File: src/rtl/pipeline_ctrl_if.sv
// Hazard-control bundle between the pipeline datapath and pipeline_ctrl.
// The slave modport is the controller's view; master is the datapath side.
interface pipeline_ctrl_if;
    logic ID_LoadUse;
    logic EX_DivStart;
    logic MEM_MemReq;
    logic MEM_MemReady;
    logic EX_BranchTaken;
    logic MEM_Exception;
    logic PC_Stall;
    logic IF_ID_Stall;
    logic ID_EX_Stall;
    logic EX_MEM_Stall;
    logic IF_ID_Flush;
    logic ID_EX_Flush;
    logic EX_MEM_Flush;
    logic MEM_WB_Flush;
    logic Div_Busy;
    logic Bus_Error;

    modport master (
        output ID_LoadUse, EX_DivStart, MEM_MemReq, MEM_MemReady, EX_BranchTaken, MEM_Exception,
        input  PC_Stall, IF_ID_Stall, ID_EX_Stall, EX_MEM_Stall,
               IF_ID_Flush, ID_EX_Flush, EX_MEM_Flush, MEM_WB_Flush, Div_Busy, Bus_Error
    );
    modport slave (
        input  ID_LoadUse, EX_DivStart, MEM_MemReq, MEM_MemReady, EX_BranchTaken, MEM_Exception,
        output PC_Stall, IF_ID_Stall, ID_EX_Stall, EX_MEM_Stall,
               IF_ID_Flush, ID_EX_Flush, EX_MEM_Flush, MEM_WB_Flush, Div_Busy, Bus_Error
    );
endinterface

File: src/rtl/pipeline_ctrl.sv
// Pipeline hazard controller: stall/flush generation for exceptions, memory waits,
// multi-cycle division, load-use and branches. PIPE_CTRL_TIMEOUT_EN adds a memory-wait bus timeout.
module pipeline_ctrl (
    input logic            clock,
    input logic            reset,
    pipeline_ctrl_if.slave bus
);
    typedef enum logic {RUN, DIV_WAIT} state_t;

    state_t     r_state, w_state_nxt;
    logic [4:0] r_div_cnt, w_div_cnt_nxt;
    logic       w_memwait, w_exc, w_timeout, w_div_run, w_div_start;
    logic       w_pc_stall, w_ifid_stall, w_idex_stall, w_exmem_stall;
    logic       w_ifid_flush, w_idex_flush, w_exmem_flush, w_memwb_flush;

    assign w_memwait   = bus.MEM_MemReq && !bus.MEM_MemReady;
    assign w_exc       = bus.MEM_Exception || w_timeout;
    assign w_div_run   = (r_state == DIV_WAIT) && (r_div_cnt != 5'd0);
    // A new division is only accepted when nothing of higher priority claims the cycle.
    assign w_div_start = (r_state == RUN) && bus.EX_DivStart && !w_exc && !w_memwait;

`ifdef PIPE_CTRL_TIMEOUT_EN
    logic [7:0] r_wait_cnt;

    assign w_timeout = w_memwait && (r_wait_cnt == 8'hFF);

    always_ff @(posedge clock or negedge reset) begin
        if (!reset)                       r_wait_cnt <= 8'd0;
        else if (w_timeout || !w_memwait) r_wait_cnt <= 8'd0;
        else if (r_wait_cnt != 8'hFF)     r_wait_cnt <= r_wait_cnt + 8'd1;
    end
`else
    assign w_timeout = 1'b0;
`endif

    always_ff @(posedge clock or negedge reset) begin
        if (!reset) begin
            r_state   <= RUN;
            r_div_cnt <= 5'd0;
        end else begin
            r_state   <= w_state_nxt;
            r_div_cnt <= w_div_cnt_nxt;
        end
    end

    always_comb begin
        w_state_nxt   = r_state;
        w_div_cnt_nxt = r_div_cnt;
        w_pc_stall    = 1'b0;
        w_ifid_stall  = 1'b0;
        w_idex_stall  = 1'b0;
        w_exmem_stall = 1'b0;
        w_ifid_flush  = 1'b0;
        w_idex_flush  = 1'b0;
        w_exmem_flush = 1'b0;
        w_memwb_flush = 1'b0;

        // The divider keeps counting underneath memory waits.
        if (r_state == DIV_WAIT) begin
            if (r_div_cnt != 5'd0) w_div_cnt_nxt = r_div_cnt - 5'd1;
            else                   w_state_nxt   = RUN;
        end

        if (w_exc) begin
            w_ifid_flush  = 1'b1;
            w_idex_flush  = 1'b1;
            w_exmem_flush = 1'b1;
            w_state_nxt   = RUN;
            w_div_cnt_nxt = 5'd0;
        end else if (w_memwait) begin
            w_pc_stall    = 1'b1;
            w_ifid_stall  = 1'b1;
            w_idex_stall  = 1'b1;
            w_exmem_stall = 1'b1;
            w_memwb_flush = 1'b1;
        end else if (w_div_run || w_div_start) begin
            w_pc_stall    = 1'b1;
            w_ifid_stall  = 1'b1;
            w_idex_stall  = 1'b1;
            w_exmem_flush = 1'b1;
            if (w_div_start) begin
                w_state_nxt   = DIV_WAIT;
                w_div_cnt_nxt = 5'd31;
            end
        end else if (bus.ID_LoadUse) begin
            w_pc_stall   = 1'b1;
            w_ifid_stall = 1'b1;
            w_idex_flush = 1'b1;
        end else if (bus.EX_BranchTaken) begin
            w_ifid_flush = 1'b1;
        end
    end

    assign bus.PC_Stall     = w_pc_stall;
    assign bus.IF_ID_Stall  = w_ifid_stall;
    assign bus.ID_EX_Stall  = w_idex_stall;
    assign bus.EX_MEM_Stall = w_exmem_stall;
    assign bus.IF_ID_Flush  = w_ifid_flush;
    assign bus.ID_EX_Flush  = w_idex_flush;
    assign bus.EX_MEM_Flush = w_exmem_flush;
    assign bus.MEM_WB_Flush = w_memwb_flush;
    assign bus.Div_Busy     = w_div_run || w_div_start;
    assign bus.Bus_Error    = w_timeout;
endmodule

File: src/flat_wrapper.sv
// flat-port wrapper written by rule: the top's interface ports become plain ports
module pipeline_ctrl_flat 
  (clock, reset, bus_ID_LoadUse, bus_EX_DivStart, bus_MEM_MemReq, bus_MEM_MemReady, bus_EX_BranchTaken, bus_MEM_Exception, bus_PC_Stall, bus_IF_ID_Stall, bus_ID_EX_Stall, bus_EX_MEM_Stall, bus_IF_ID_Flush, bus_ID_EX_Flush, bus_EX_MEM_Flush, bus_MEM_WB_Flush, bus_Div_Busy, bus_Bus_Error);
  pipeline_ctrl_if bus_i ();
  input logic clock;
  input logic reset;
  input wire logic [$bits(bus_i.ID_LoadUse)-1:0] bus_ID_LoadUse;
  input wire logic [$bits(bus_i.EX_DivStart)-1:0] bus_EX_DivStart;
  input wire logic [$bits(bus_i.MEM_MemReq)-1:0] bus_MEM_MemReq;
  input wire logic [$bits(bus_i.MEM_MemReady)-1:0] bus_MEM_MemReady;
  input wire logic [$bits(bus_i.EX_BranchTaken)-1:0] bus_EX_BranchTaken;
  input wire logic [$bits(bus_i.MEM_Exception)-1:0] bus_MEM_Exception;
  output wire logic [$bits(bus_i.PC_Stall)-1:0] bus_PC_Stall;
  output wire logic [$bits(bus_i.IF_ID_Stall)-1:0] bus_IF_ID_Stall;
  output wire logic [$bits(bus_i.ID_EX_Stall)-1:0] bus_ID_EX_Stall;
  output wire logic [$bits(bus_i.EX_MEM_Stall)-1:0] bus_EX_MEM_Stall;
  output wire logic [$bits(bus_i.IF_ID_Flush)-1:0] bus_IF_ID_Flush;
  output wire logic [$bits(bus_i.ID_EX_Flush)-1:0] bus_ID_EX_Flush;
  output wire logic [$bits(bus_i.EX_MEM_Flush)-1:0] bus_EX_MEM_Flush;
  output wire logic [$bits(bus_i.MEM_WB_Flush)-1:0] bus_MEM_WB_Flush;
  output wire logic [$bits(bus_i.Div_Busy)-1:0] bus_Div_Busy;
  output wire logic [$bits(bus_i.Bus_Error)-1:0] bus_Bus_Error;
  assign bus_i.ID_LoadUse = bus_ID_LoadUse;
  assign bus_i.EX_DivStart = bus_EX_DivStart;
  assign bus_i.MEM_MemReq = bus_MEM_MemReq;
  assign bus_i.MEM_MemReady = bus_MEM_MemReady;
  assign bus_i.EX_BranchTaken = bus_EX_BranchTaken;
  assign bus_i.MEM_Exception = bus_MEM_Exception;
  assign bus_PC_Stall = bus_i.PC_Stall;
  assign bus_IF_ID_Stall = bus_i.IF_ID_Stall;
  assign bus_ID_EX_Stall = bus_i.ID_EX_Stall;
  assign bus_EX_MEM_Stall = bus_i.EX_MEM_Stall;
  assign bus_IF_ID_Flush = bus_i.IF_ID_Flush;
  assign bus_ID_EX_Flush = bus_i.ID_EX_Flush;
  assign bus_EX_MEM_Flush = bus_i.EX_MEM_Flush;
  assign bus_MEM_WB_Flush = bus_i.MEM_WB_Flush;
  assign bus_Div_Busy = bus_i.Div_Busy;
  assign bus_Bus_Error = bus_i.Bus_Error;
  pipeline_ctrl u_core (.clock(clock), .reset(reset), .bus(bus_i));
endmodule
File: config.mk
export PLATFORM = sky130hd
export DESIGN_NAME = pipeline_ctrl_flat
export DESIGN_NICKNAME = d
export VERILOG_FILES = /design/src/rtl/pipeline_ctrl_if.sv /design/src/rtl/pipeline_ctrl.sv /design/src/flat_wrapper.sv
export SDC_FILE = /design/constraint.sdc
export NUM_CORES = 1
export LEC_CHECK = 0
export CORE_AREA = 3 3 40 42
export DETAILED_ROUTE_END_ITERATION = 12
export DIE_AREA = 0 0 43 45
export DONT_BUFFER_PORTS = 1
export MAX_ROUTING_LAYER = met4
export SLEW_MARGIN = 0
export SYNTH_ARGS = -nofsm -noshare
export SYNTH_HDL_FRONTEND = slang
export SYNTH_SLANG_ARGS = --single-unit
File: constraint.sdc
create_clock -name clock -period 4 [get_ports clock]
set_input_delay 0.8 -clock clock [delete_from_list [all_inputs] [get_ports clock]]
set_output_delay 0.8 -clock clock [all_outputs]
set_load 0.005 [all_outputs]
[Word-level counts from Yosys, hierarchy flattened]
Cells that the tools add are included.
Operators by class
  add/subtract/negate cells: 1
  multiply operators: 0
  divide/modulo/power cells: 0
  $lt $le $gt $ge: 0
  equal/unequal tests: 0
  shift operators: 0
  multiplexer cells: 31
  bitwise gates (word level): 1
  reduce and logical (&&, ||, !) cells: 10
Operators by type and width (number)
  5-bit 2-to-1 mux: 6
  1-bit 2-to-1 mux: 25
  1-bit logical AND: 5
  5-bit nonzero test: 1
  5-bit by 1-bit subtractor with 5-bit output, second input constant: 1
  1-bit zero test: 3
  1-bit logical OR: 1
  1-bit inverter: 1
Storage, ports and cells
  flip-flop bits (word level): 6
  bits in latches: 0
  bits in writable memories: 0
  ROM bits: 0
  bits of input ports: 8
  output and inout bits: 10
  word-level logic and storage cells: 45
  memories: 0

[Depth between registers and ports, before layout]
Gate-level depths: netlist (run 1).
  depth in word-level cells: 8
  gate-level depth with buffers: 6
  gate-level depth less buffers: 6

[Worst setup path before layout (run 1)]
No wires, ideal clock.
  path type: input to output
  start point: input port bus_MEM_MemReady
  end point: output port bus_PC_Stall
  data arrival time: 1.596 ns
  required time: 3.200 ns
  setup slack: 1.604 ns
  stages: 5
  cells stage by stage: nand2b_1 a21o_1 o41ai_4 a21oi_1 buf_4
On the way
  word-level cells in the longest chain between the ends: 8
Ends and longest elaborated chain
  from (decl): line flat_wrapper.sv:10  | input wire logic [$bits(bus_i.MEM_MemReady)-1:0] bus_MEM_MemReady;
  1-bit zero test (*): line pipeline_ctrl.sv:16  | assign w_memwait = bus.MEM_MemReq && !bus.MEM_MemReady;
  1-bit logical AND (*): line pipeline_ctrl.sv:16
  1-bit zero test: line pipeline_ctrl.sv:20  | assign w_div_start = (r_state == RUN) && bus.EX_DivStart && !w_exc && !w_memwait;
  1-bit logical AND: line pipeline_ctrl.sv:20
  1-bit logical OR: line pipeline_ctrl.sv:76  | end else if (w_div_run || w_div_start) begin
  1-bit 2-to-1 mux
  1-bit 2-to-1 mux (*) (2 in series)
  to (decl): line flat_wrapper.sv:13  | output wire logic [$bits(bus_i.PC_Stall)-1:0] bus_PC_Stall;
Every way passes the cells marked *; elsewhere a longest branch is shown, timed or not.

[Final worst setup path (run 1)]
  start point: register u_core.r_div_cnt[1]
  end point: output port bus_IF_ID_Flush
On the way
  word-level cells in the longest chain between the ends: 6
Ends and longest elaborated chain
  from (decl): line pipeline_ctrl.sv:11  | logic [4:0] r_div_cnt, w_div_cnt_nxt;
  from (signal assigned): line pipeline_ctrl.sv:42  | r_div_cnt <= w_div_cnt_nxt;
  5-bit nonzero test: line pipeline_ctrl.sv:18  | assign w_div_run = (r_state == DIV_WAIT) && (r_div_cnt != 5'd0);
  1-bit logical AND: line pipeline_ctrl.sv:18
  1-bit logical OR: line pipeline_ctrl.sv:76
  1-bit 2-to-1 mux: line pipeline_ctrl.sv:76
  1-bit 2-to-1 mux: line pipeline_ctrl.sv:70  | end else if (w_memwait) begin
  1-bit 2-to-1 mux: line pipeline_ctrl.sv:64  | if (w_exc) begin
  to (decl): line flat_wrapper.sv:17  | output wire logic [$bits(bus_i.IF_ID_Flush)-1:0] bus_IF_ID_Flush;
Every way passes these cells.

==> results of run 1 <==
-- flip-flops by register name, indices dropped and copies added (netlist names) --
register          count
u_core.r_div_cnt      5
u_core.r_state        1
-- synthesized netlist by cell type (2+ instances only) --
cell type	instances
buf_4	3
o41ai_4	2
dfrtp_1	6
a21oi_1	7
inv_1	4
nor2_1	4
-- metal layers --
metal / vias up / global-route usage / part of all wire
li1: 161 / - / -
met1: 135 / 0.09901 / 0.50
met2: 9 / 0.1317 / 0.45
met3: 2 / 0.05179 / 0.047
met4: 0 / 0.03614 / 0.0054
met5: - / - / 0
-- final cells by class --
class / count / area, um^2
well taps: 15 / 18.77
multi-input cells: 31 / 251.5
fillers: 135 / 827.0
flip-flops and latches: 6 / 150.1
clock buffers: 3 / 22.52
inverters: 4 / 15.01
-- per-stage QoR --
stage	std cells	hold slack (ns)
2_1_floorplan	45	0.5044
3_3_place_gp	56	0.5046
3_5_place_dp	56	0.5046
4_1_cts	59	0.2479
6_report	59	0.2576
5_1_grt	59	0.2364
-- power by group through the flow --
| stage | Combinational (mW) | Sequential, mW | Clock, mW |
|---|---|---|---|
| after floorplan | 0.0444 | 0.0801 | 0 |
| after global placement | 0.0458 | 0.0824 | 0 |
| after detailed placement | 0.0460 | 0.0824 | 0 |
| after CTS | 0.0462 | 0.0815 | 0.0550 |
| after global routing | 0.0521 | 0.0834 | 0.0593 |
| final | 0.0455 | 0.0815 | 0.0523 |
-- worst max-delay path: cells and delay by family, from the launching register on --
kind / cells / cell delay, ns
compound gates: 2 / 0.65
buf+inv: 1 / 0.09
flops: 1 / 0.38
fa+ha+maj: 1 / 0.17
simple gates: 1 / 0.15
-- path summary, 6_finish.rpt --
kind	to	slack [ns]	cells after the start
setup / recovery	bus_IF_ID_Flush	1.51	5
hold reg to reg	u_core.r_div_cnt[1]$_DFF_PN0_	0.58	2
hold / removal	u_core.r_div_cnt[3]$_DFF_PN0_	0.26	0
min in group clock	u_core.r_div_cnt[1]$_DFF_PN0_	0.58	2
max in group asynchronous	u_core.r_state$_DFF_PN0_	3.67	0
setup reg to reg	u_core.r_div_cnt[1]$_DFF_PN0_	2.50	6
-- logic make-up after synthesis --
group           count (synthesis)  synth area share
compound gates                 17            0.3588
simple gates                   10            0.1328
buf+inv                         8           0.09320
flops                           6            0.3390
xor+xnor                        2           0.03956
fa+ha+maj                       1           0.02824
other cells                     1          0.008466
==> results.ini, run 1 <==
[logic_synthesis]
syn_area_um2=442.9
ys_top_cells_by_area=dfrtp_1 (34%), o41ai_4 (12%), a21oi_1 (7.9%), buf_4 (5.1%), a221oi_2 (3.4%)
synth_edf_count=0
syn_inst=45
ys_ff_latch=6
ys_seq_area_frac=0.3390
async_reset_ff_frac=1.000
ys_dominant_reg_cell=dfrtp_1
yosys.area.top_type=dfrtp_1
synth_fp_nets=54
synth_top_area_share=0.3390
ys_warn_count=0
synth_cell_type_count=25
syn-mean-instance-area_um2=9.843

[setup_path]
path_cells=inv_1, ha_1, nand2_1, o41ai_4, a31o_1
arrival_ns=1.69
end_kind=output pin
path_class=register to output pin
start_kind=register
cpPeakStageDelay_ns=0.42
cp.required_ns=3.20
cp-startpoint=u_core.r_div_cnt[1]$_DFF_PN0_
path_max_fanout=7
cp_slowest_cell=o41ai_4
reg2reg_from=u_core.r_div_cnt[1]$_DFF_PN0_

[die]
die_h_um=45
fp.dieW_um=43
fp.coreArea_um2=1285
pin_count=18
dieArea_um2=1935
rows=13
start_util=0.3447

[pwr]
swShare=0.3116
netSwitchingPower_uw=55.89
seqPwrFrac=0.454
p_leak_nw=0.1974
p_int_uw=123.5
power_density_nw_per_um2=391.7
p_clk_frac=0.292
ir_worst_vdd_mv=0.2649
comb_power_share=0.254
power_uw=179.4

[min_path]
worstHoldPathType=primary input to asynchronous set/reset pin

[clock_tree]
cts_resized=0
cts_buffer_depth=2
numClockSinks=6
ctsHoldBuffers=0
cts_tree=yes
cts_inserted_buffers=3
htree_levels=1
clkTransAtPathRegs_ns=0.04
clk_latency_ns=0.24
cts.repair_timing.setup_buffer_count=0
root_buffer=clkbuf_4

[layout]
antenna_cells=0
fin_area_um2=457.9
drive_gt1_frac=0.1818
layout_common_cells=a21oi_1 (7), dfrtp_1 (6), inv_1 (4), nor2_1 (4), clkbuf_4 (3)
utilization=0.3564
syn_to_final_growth_pct=3.390
nets=55
layout_commonest_cell=a21oi_1

[route]
dr.pass1.iters=1
post_drt_wl_per_cell_um=12.58
drt_wl_total_um=742
drc_errors=0
drt_iter0_drc=0
vias=307
ant_nets=0
avgViaCountPerCell=5.203

[timing]
finalSetupViolations=0
skew_ns=0.003417
tns_ns=0
finalCritPeriodShare=0.6226
setup_ws_ns=1.510
max_freq_mhz=401.5
drv_slew=0
hold_violations=0
rsz0062_at_grt=false
min_period_ns=2.490

[placed_design]
dp.final_hpwl_um=561.3
place_worst_setup_slack_ns=1.652
portBuffers=0
postPlaceCellArea_um2=435.4
place_congestion=0.6704

[grt]
grt-ovfl-total=0
grt_pass1_wl_um=1207
grt_usage=0.08918
antenna_found_initial=0
grt_max_degree=14
grt_pass1_vias=296

[status]
status=finished clean

[run]
cap_violations=0

Note: power is estimated with default switching activity, not from simulation.
==> run 2, diff against run 1 <==
clock period = 2.5 ns   (was 4 ns; I/O delays follow)
==> run 2 against run 1 <==
Critical path depth stayed put. Non-clock buffer count is 1 higher. Hold slack better by 0.059 ns. Setup slack worse by 1.2 ns. Clock-buffer cell count stayed put. Largest cell class unchanged.
==> results.ini, run 2 (synthesized netlist as in run 1, its figures left out) <==
[timing]
tns_ns=0
finalCritPeriodShare=0.8852
finalSetupViolations=0
drv_slew=0
rsz0062_at_grt=false
hold_violations=0
max_freq_mhz=451.9
skew_ns=0.001446
hold_ws_ns=0.3165
min_period_ns=2.213

[status]
status=finished clean

[setup_path]
arrival_ns=1.71
start_kind=register
end_kind=output pin
path_max_fanout=7
path_class=register to output pin
cp.required_ns=2.00

[clock_tree]
cts_buffer_depth=2
cts_resized=0
cts.repair_timing.setup_buffer_count=0
numClockSinks=6
root_buffer=clkbuf_4
cts_tree=yes
clkTransAtPathRegs_ns=0.04
htree_levels=1
cts_inserted_buffers=3
clk_latency_ns=0.24

[run]
cap_violations=0

[grt]
grt-ovfl-total=0
grtUsageMet1=0.09360
grt_usage=0.08902
grt_pass1_vias=306
grt_util_met3=0.04382
grt_max_degree=14
grtUsageMet2=0.1437
busiest_layer=met2
antenna_found_initial=0
grt_pass1_wl_um=1235

[route]
drt_wl_total_um=740
post_drt_wl_per_cell_um=12.33
avgViaCountPerCell=5.333
ant_nets=0
drc_errors=0
vias=320
drt_iter0_drc=4
dr.pass1.iters=3

[die]
dieArea_um2=1935
pin_count=18
fp.coreArea_um2=1285
start_util=0.3447
fp.dieW_um=43
die_h_um=45
rows=13

[pwr]
comb_power_share=0.262
p_leak_nw=0.2016
p_int_uw=198.7
swShare=0.3195
ir_worst_vdd_mv=0.4193
netSwitchingPower_uw=93.29
power_density_nw_per_um2=623.9
seqPwrFrac=0.446
p_clk_frac=0.292

[layout]
largest_register_ffs=5
top_register=u_core.r_div_cnt
layout_common_cells=a21oi_1 (7), dfrtp_1 (6), inv_1 (4), nor2_1 (4), clkbuf_4 (3)
antenna_cells=0
drive_gt1_frac=0.1778
layout_commonest_cell=a21oi_1
layout.cells.non_filler=60
largestRegisters=u_core.r_div_cnt x5, u_core.r_state x1
nets=56
syn_to_final_growth_pct=5.650

[placed_design]
place_inst=56
portBuffers=0
dp.final_hpwl_um=601.3
place_congestion=0.7114

[min_path]
worstHoldPathType=primary input to register

## run 2: final cells by class
class / instances / area [um^2]
fillers: 130 / 817.0
multi-input cells: 31 / 251.5
flip-flops and latches: 6 / 150.1
clock buffers: 3 / 22.52
well taps: 15 / 18.77
inverters: 4 / 15.01
repair buffers: 1 / 10.01
## run 2: worst max-delay path: stages (launching register included)
cell and delay [ns]:
dfrtp_1 0.39, inv_1 0.10, ha_1 0.17, nand2_1 0.14, o41ai_4 0.44, a31o_2 0.24
## run 2: worst paths after layout
path,startpoint,endpoint,slack (ns),cells after the start
setup reg to reg,u_core.r_div_cnt[0]$_DFF_PN0_,u_core.r_div_cnt[1]$_DFF_PN0_,0.99,6
hold / removal,bus_MEM_Exception,u_core.r_div_cnt[1]$_DFF_PN0_,0.32,1
hold reg to reg,u_core.r_div_cnt[1]$_DFF_PN0_,u_core.r_div_cnt[1]$_DFF_PN0_,0.57,2
setup / recovery,u_core.r_div_cnt[0]$_DFF_PN0_,bus_ID_EX_Flush,0.29,5
min in group asynchronous,reset,u_core.r_div_cnt[3]$_DFF_PN0_,0.57,1
max in group asynchronous,reset,u_core.r_div_cnt[1]$_DFF_PN0_,1.72,1
## run 2: timing repair
action	CTS	global route
endpoints found under the setup margin	0	0
hold endpoints to repair	6	0
hold buffers	1	0
## run 2: power by group through the flow
stage	clock, mW	combinational (mW)	sequential [mW]
after floorplan	0	0.0710	0.128
after global placement	0	0.0745	0.131
after detailed placement	0	0.0745	0.132
after CTS	0.0905	0.0776	0.130
after global routing	0.0967	0.0874	0.132
final	0.0853	0.0765	0.130
## run 2: layer usage
layer	part of all wire	vias up	wire (um)
met4	0	0	0
met1	0.41	148	306
met2	0.51	12	381
met3	0.069	0	51
met5	0	-	0
li1	-	160	-
## run 2: per-stage QoR
step | instance area, um^2 | power [mW] | utilization | setup slack, ns
final | 467.9 | 0.2919 | 0.3642 | 0.2870
after global routing | 467.9 | 0.3164 | 0.3642 | 0.1393
after CTS | 467.9 | 0.2985 | 0.3642 | 0.2754
after detailed placement | 435.4 | 0.2065 | 0.3389 | 0.5358
after global placement | 435.4 | 0.2058 | 0.3389 | 0.5548
after floorplan | 442.9 | 0.1992 | - | 0.5827
